$ cat config.mk
export PLATFORM = sky130hd
export DESIGN_NAME = shift_issue_queue
export DESIGN_NICKNAME = d
export VERILOG_FILES = /design/src/rtl/shift_issue_queue.sv
export SDC_FILE = /design/constraint.sdc
export NUM_CORES = 1
export LEC_CHECK = 0
export CAP_MARGIN = 20
export CORE_MARGIN = 2
export CORE_UTILIZATION = 52
export CTS_CLUSTER_DIAMETER = 100
export DETAILED_ROUTE_END_ITERATION = 6
export GPL_TIMING_DRIVEN = 0
export PLACE_DENSITY = 0.86
export SLEW_MARGIN = 10
export SYNTH_ARGS = -nofsm -noshare
export SYNTH_HDL_FRONTEND = slang
export SYNTH_SLANG_ARGS = --single-unit
$ cat constraint.sdc
create_clock -name clk -period 3.49 [get_ports clk]
set_input_delay 0.5235 -clock clk [delete_from_list [all_inputs] [get_ports clk]]
set_output_delay 0.5235 -clock clk [all_outputs]
set_load 0.01 [all_outputs]
$ cat src/rtl/shift_issue_queue.sv
// shift_issue_queue
//   Request FIFO and registered response stage around the 64-bit barrel
//   shifter. The FIFO head is driven straight onto the shifter inputs; the
//   shifter's combinational result is captured into the response register
//   together with the head tag, which pops the head.
//
// Ports
//   clk, rst                 clock, synchronous active-high reset
//   req_valid/req_ready      request handshake (ready = !full, registered only)
//   req_in/amt/type/tag      request payload
//   sh_in/sh_amt/sh_type     head entry to the shifter (zero when empty)
//   sh_result                combinational shifter result
//   rsp_valid/rsp_ready      response handshake
//   rsp_data/rsp_tag         registered result and its tag
//   count                    FIFO occupancy, response register excluded
module shift_issue_queue #(
  parameter  int DATA_W = 64,
  parameter  int AMT_W  = 6,
  parameter  int DEPTH  = 4,
  parameter  int TAG_W  = 4,
  localparam int PTR_W  = $clog2(DEPTH),
  localparam int CNT_W  = $clog2(DEPTH + 1)
) (
  input  logic              clk,
  input  logic              rst,
  input  logic              req_valid,
  output logic              req_ready,
  input  logic [DATA_W-1:0] req_in,
  input  logic [AMT_W-1:0]  req_amt,
  input  logic [2:0]        req_type,
  input  logic [TAG_W-1:0]  req_tag,
  output logic [DATA_W-1:0] sh_in,
  output logic [AMT_W-1:0]  sh_amt,
  output logic [2:0]        sh_type,
  input  logic [DATA_W-1:0] sh_result,
  output logic              rsp_valid,
  input  logic              rsp_ready,
  output logic [DATA_W-1:0] rsp_data,
  output logic [TAG_W-1:0]  rsp_tag,
  output logic [CNT_W-1:0]  count
);

  typedef struct packed {
    logic [DATA_W-1:0] data;
    logic [AMT_W-1:0]  amt;
    logic [2:0]        typ;
    logic [TAG_W-1:0]  tag;
  } req_t;

  req_t             mem [DEPTH];
  req_t             head;
  logic [PTR_W-1:0] wr_ptr, rd_ptr;
  logic             empty, full, push, load;

  assign empty     = (count == '0);
  assign full      = (count == CNT_W'(DEPTH));
  // Ready comes from the registered count only, so a pop in the same cycle
  // never opens the queue early and there is no path from rsp_ready.
  assign req_ready = !full;
  assign push      = req_valid && req_ready;
  assign load      = !empty && (!rsp_valid || rsp_ready);

  assign head    = mem[rd_ptr];
  assign sh_in   = empty ? '0 : head.data;
  assign sh_amt  = empty ? '0 : head.amt;
  assign sh_type = empty ? '0 : head.typ;

  // Storage is not reset: stale entries are unreachable once count is zero.
  always_ff @(posedge clk) begin
    if (push) mem[wr_ptr] <= '{data: req_in, amt: req_amt, typ: req_type, tag: req_tag};
  end

  always_ff @(posedge clk) begin
    if (rst) begin
      wr_ptr <= '0;
      rd_ptr <= '0;
      count  <= '0;
    end else begin
      if (push) wr_ptr <= wr_ptr + PTR_W'(1);
      if (load) rd_ptr <= rd_ptr + PTR_W'(1);
      count <= count + CNT_W'(push) - CNT_W'(load);
    end
  end

  always_ff @(posedge clk) begin
    if (rst) begin
      rsp_valid <= 1'b0;
      rsp_data  <= '0;
      rsp_tag   <= '0;
    end else if (load) begin
      rsp_valid <= 1'b1;
      rsp_data  <= sh_result;
      rsp_tag   <= head.tag;
    end else if (rsp_valid && rsp_ready) begin
      // Consumed with nothing behind it: drop valid, keep data/tag.
      rsp_valid <= 1'b0;
    end
  end

endmodule

==> summary.txt <==
LOGIC SYNTHESIS
------------------------------------------------------------------------------------
Net count of the mapped netlist .......................................         1003
Post-synthesis cell type with the largest combined area ...............     edfxtp_1
Yosys cell types ......................................................           29
Gate count of the mapped netlist ......................................          851
Sequential element share of the synthesized area ......................        0.736
Syn. warnings .........................................................            0
Cell types with the highest counts after synthesis .................... edfxtp_1 (308), dfxtp_1 (78), a21oi_1 (73), and2_1 (73), nand3_1 (70)
Share of flip-flops with an asynchronous set or reset after synthesis .            0
Netlist Area Pre-Place ................................................   14700 um^2
Synthesized flop and latch total ......................................          386
Number of flops mapped to enable cells by yosys .......................          308
Cell with the most instances after synthesis ..........................     edfxtp_1
Leading cell types by total area after synthesis ...................... edfxtp_1 (63%), dfxtp_1 (11%), mux4_2 (9.7%)
Yosys top cell area share .............................................        0.629
Commonest register cell after synthesis ...............................     edfxtp_1
Avg Synthesized Cell Area .............................................    17.3 um^2

SETUP PATH
------------------------------------------------------------------------------------
Start of the worst register-to-register path ..........................    rsp_valid
Depth of the worst register-to-register path ..........................           11
Capture point of the worst reg-to-reg path ............................     count[2]
WP data required ......................................................      2970 ps
CP startpoint kind ....................................................     register
Largest stage delay, worst path .......................................       570 ps
Slack of the worst reg-to-reg path ....................................       670 ps
Crit path DAT .........................................................      2780 ps
Family with the most delay on the worst path .......................... buffers and inverters
Maximum fanout along the worst path ...................................           10
Cell seen most often among critical-path stages .......................        buf_2
Critical Setup Path Class ............................................. register to output port
Sequence of cells on the critical path ................................ buf_2 > buf_2 > mux4_2 > and2_1 > clkdlybuf4s50_1
Buffers & Inverters on Critical Path ..................................            3
Highest-delay cell along the critical path ............................      dfxtp_1
Type of element capturing the critical path ...........................  output port

LAYOUT
------------------------------------------------------------------------------------
Share of the core filled with cells in the final layout ...............        0.699
Post-route cell area ..................................................   19400 um^2
Syn-to-layout area delta ..............................................        32.1%
Fraction of layout cells with a size suffix above 1 ...................        0.121
Final-layout fill cell count ..........................................         1780
Net count reported at finish ..........................................         1335

ROUTING
------------------------------------------------------------------------------------
Router iterations before antenna repair ...............................            5
Drt first-iter violations .............................................          616
Total routed wirelength ...............................................      35.2 mm
Antenna-violating nets left ...........................................            0
Vias post-DR ..........................................................         8961
Vias per inst .........................................................         5.64
Routed wire per std cell ..............................................      22.1 um
DRC ...................................................................            0

CLOCKING
------------------------------------------------------------------------------------
Post-cts hold buffer count ............................................            0
Insertion delay of the later-clocked pin in the worst-skew pair .......       520 ps
Number of buffers inserted by post-CTS setup repair ...................            0
Number of clock sinks seen by CTS .....................................          386
PostCTS Resize Cnt ....................................................            0
Number of H-tree levels ...............................................            2
CTS tree ..............................................................        built
Maximum clock insertion buffer count ..................................            3
Num CTS Buffers .......................................................           39
Clk Tree Root Cell ....................................................    clkbuf_16
Clk slew on worst S/H paths ...........................................        70 ps

POWER
------------------------------------------------------------------------------------
Standby leakage power .................................................      6.40 nW
Power per unit of standard cell area ..................................  786 nW/um^2
Worst IR drop on VDD ..................................................     0.677 mV

STA
------------------------------------------------------------------------------------
Final Hold Vio Count ..................................................            0
Period utilisation layout .............................................        0.947
Actual transition at the worst max-transition pin .....................       756 ps
Setup WS post-layout ..................................................       183 ps
Hold Slack ............................................................       438 ps
Maximum frequency from static timing analysis .........................      302 MHz
Period minus WS final .................................................      3310 ps
Setup repair after global routing missed its margin ...................        false
Setup clock skew after layout .........................................      19.0 ps
Pins over their slew limit ............................................            0
Final number of setup-violating endpoints .............................            0
Max-Slew Margin vs Limit ..............................................        0.493

WORST HOLD PATH
------------------------------------------------------------------------------------
Worst hold path cell count ............................................            3
Kind of path behind the tightest hold check ........................... input pin to register
HP Start ..............................................................    req_valid
Hold EP ...............................................................    wr_ptr[1]

GLOBAL ROUTING
------------------------------------------------------------------------------------
Largest net degree at the start of global routing .....................           50
Number of antenna violations at the first check in global routing .....            2
First-pass GRT wire length ............................................      51.8 mm
Total track usage .....................................................        0.235
Grt ovf ...............................................................            0
Via count of the first global-routing pass ............................         9225

PLACEMENT
------------------------------------------------------------------------------------
Quantity of I/O buffers inserted on ports .............................          288
Placed cell areas .....................................................   18200 um^2
Dpl hpwl ..............................................................      23.2 mm
GPL Wtd Cong ..........................................................        0.902
Placement-stage worst setup slack .....................................       135 ps

DIE
------------------------------------------------------------------------------------
Initial standard-cell utilization of the core .........................        0.529
Number of primary I/O pins ............................................          291
Core area .............................................................   27800 um^2
X dimension of the die ................................................       172 um
Height of the chip ....................................................       172 um
Die area ..............................................................   29600 um^2
Row cnt ...............................................................           61

JOB
------------------------------------------------------------------------------------
Max-cap check violation count .........................................            0

OUTCOME
------------------------------------------------------------------------------------
Status ................................................................ finished, final reports clean

worst reg2reg max path: cells and delay by family (launching register included):
family	cells	cell delay (ps)
adders and majority gates	3	920
buffers and inverters	3	760
DFF	1	370
and+or+nand+nor	3	340
xor gates and xnor gates	2	310
state kept, by name (all words and copies together), names as in the netlist, named ones only:
signal / flops
rsp_valid: 1
count: 3
rsp_data: 64
mem: 308
wr_ptr: 2
rd_ptr: 2
rsp_tag: 4
final cells by class:
type                            count  area [um^2]  area share
Timing Repair Buffer              292         2990       0.154
Antenna cell                        1         2.50    0.000129
Clock buffer                       49         1070      0.0549
Inverter                            6         22.5     0.00116
Clock inverter                     20          163     0.00838
Sequential cell                   386        10800       0.557
Tap cell                          378          473      0.0244
Buffer                             67          312      0.0161
Multi-Input combinational cell    391         3570       0.184
kinds of logic (layout without fill, tap and decap cells):
family,Yosys count,after routing,synth area share
buffers and inverters,74,434,0.0230
other,0,1,0
muxes,77,77,0.122
DFF,386,386,0.736
and+or+nand+nor,159,159,0.0615
adders and majority gates,7,7,0.00647
AOI/OAI and AO/OA,146,146,0.0506
xor gates and xnor gates,2,2,0.00119
how the worst max path moves through the flow:
stage / startpoint / endpoint / slack (ps) / cells after the start
after floorplan: count[1] / mem[0][0] / 260 / 3
after global placement: count[0] / mem[0][32] / -1120 / 3
after detailed placement: rsp_ready / count[2] / 130 / 12
after CTS: register / sh_in[51] / 120 / 5
after global routing: register / sh_in[59] / 70 / 5
final: register / sh_in[59] / 180 / 5
per-stage QoR:
step | TNS (ps) | total power, mW | instances
2_1_floorplan | 0 | 8.74 | 851
3_3_place_gp | -326930 | 11.2 | 1517
3_5_place_dp | 0 | 11.4 | 1521
4_1_cts | 0 | 15.4 | 1589
5_1_grt | 0 | 15.9 | 1589
6_report | 0 | 15.3 | 1590
power breakdown:
| group | switching, mW | total (mW) | internal [mW] | leakage, nW |
|---|---|---|---|---|
| clock network | 1.67 | 3.99 | 2.32 | 0.612 |
| registers | 0.239 | 5.83 | 5.59 | 3.46 |
| logic | 2.63 | 5.44 | 2.80 | 2.33 |
| total | 4.55 | 15.3 | 10.7 | 6.40 |
layout by cell type, fill, tap and decap left out, drive strengths merged, types with 3 or more instances in the layout:
cell type	instances
a21oi	73
and2	73
and3	4
buf	27
clkbuf	93
clkdlybuf4s50	288
clkinv	15
dfxtp	78
edfxtp	308
ha	6
inv	8
mux4	77
nand3	70
nor2	3
nor2b	3
o21ai	69
layer usage:
layer | part of all wire | track usage | wire, um
met5 | 0.00037 | 0 | 13
met3 | 0.099 | 0.0771 | 3490
met2 | 0.50 | 0.415 | 17700
met1 | 0.36 | 0.262 | 12600
met4 | 0.040 | 0.101 | 1410
Power figures use the tool's default switching activity.
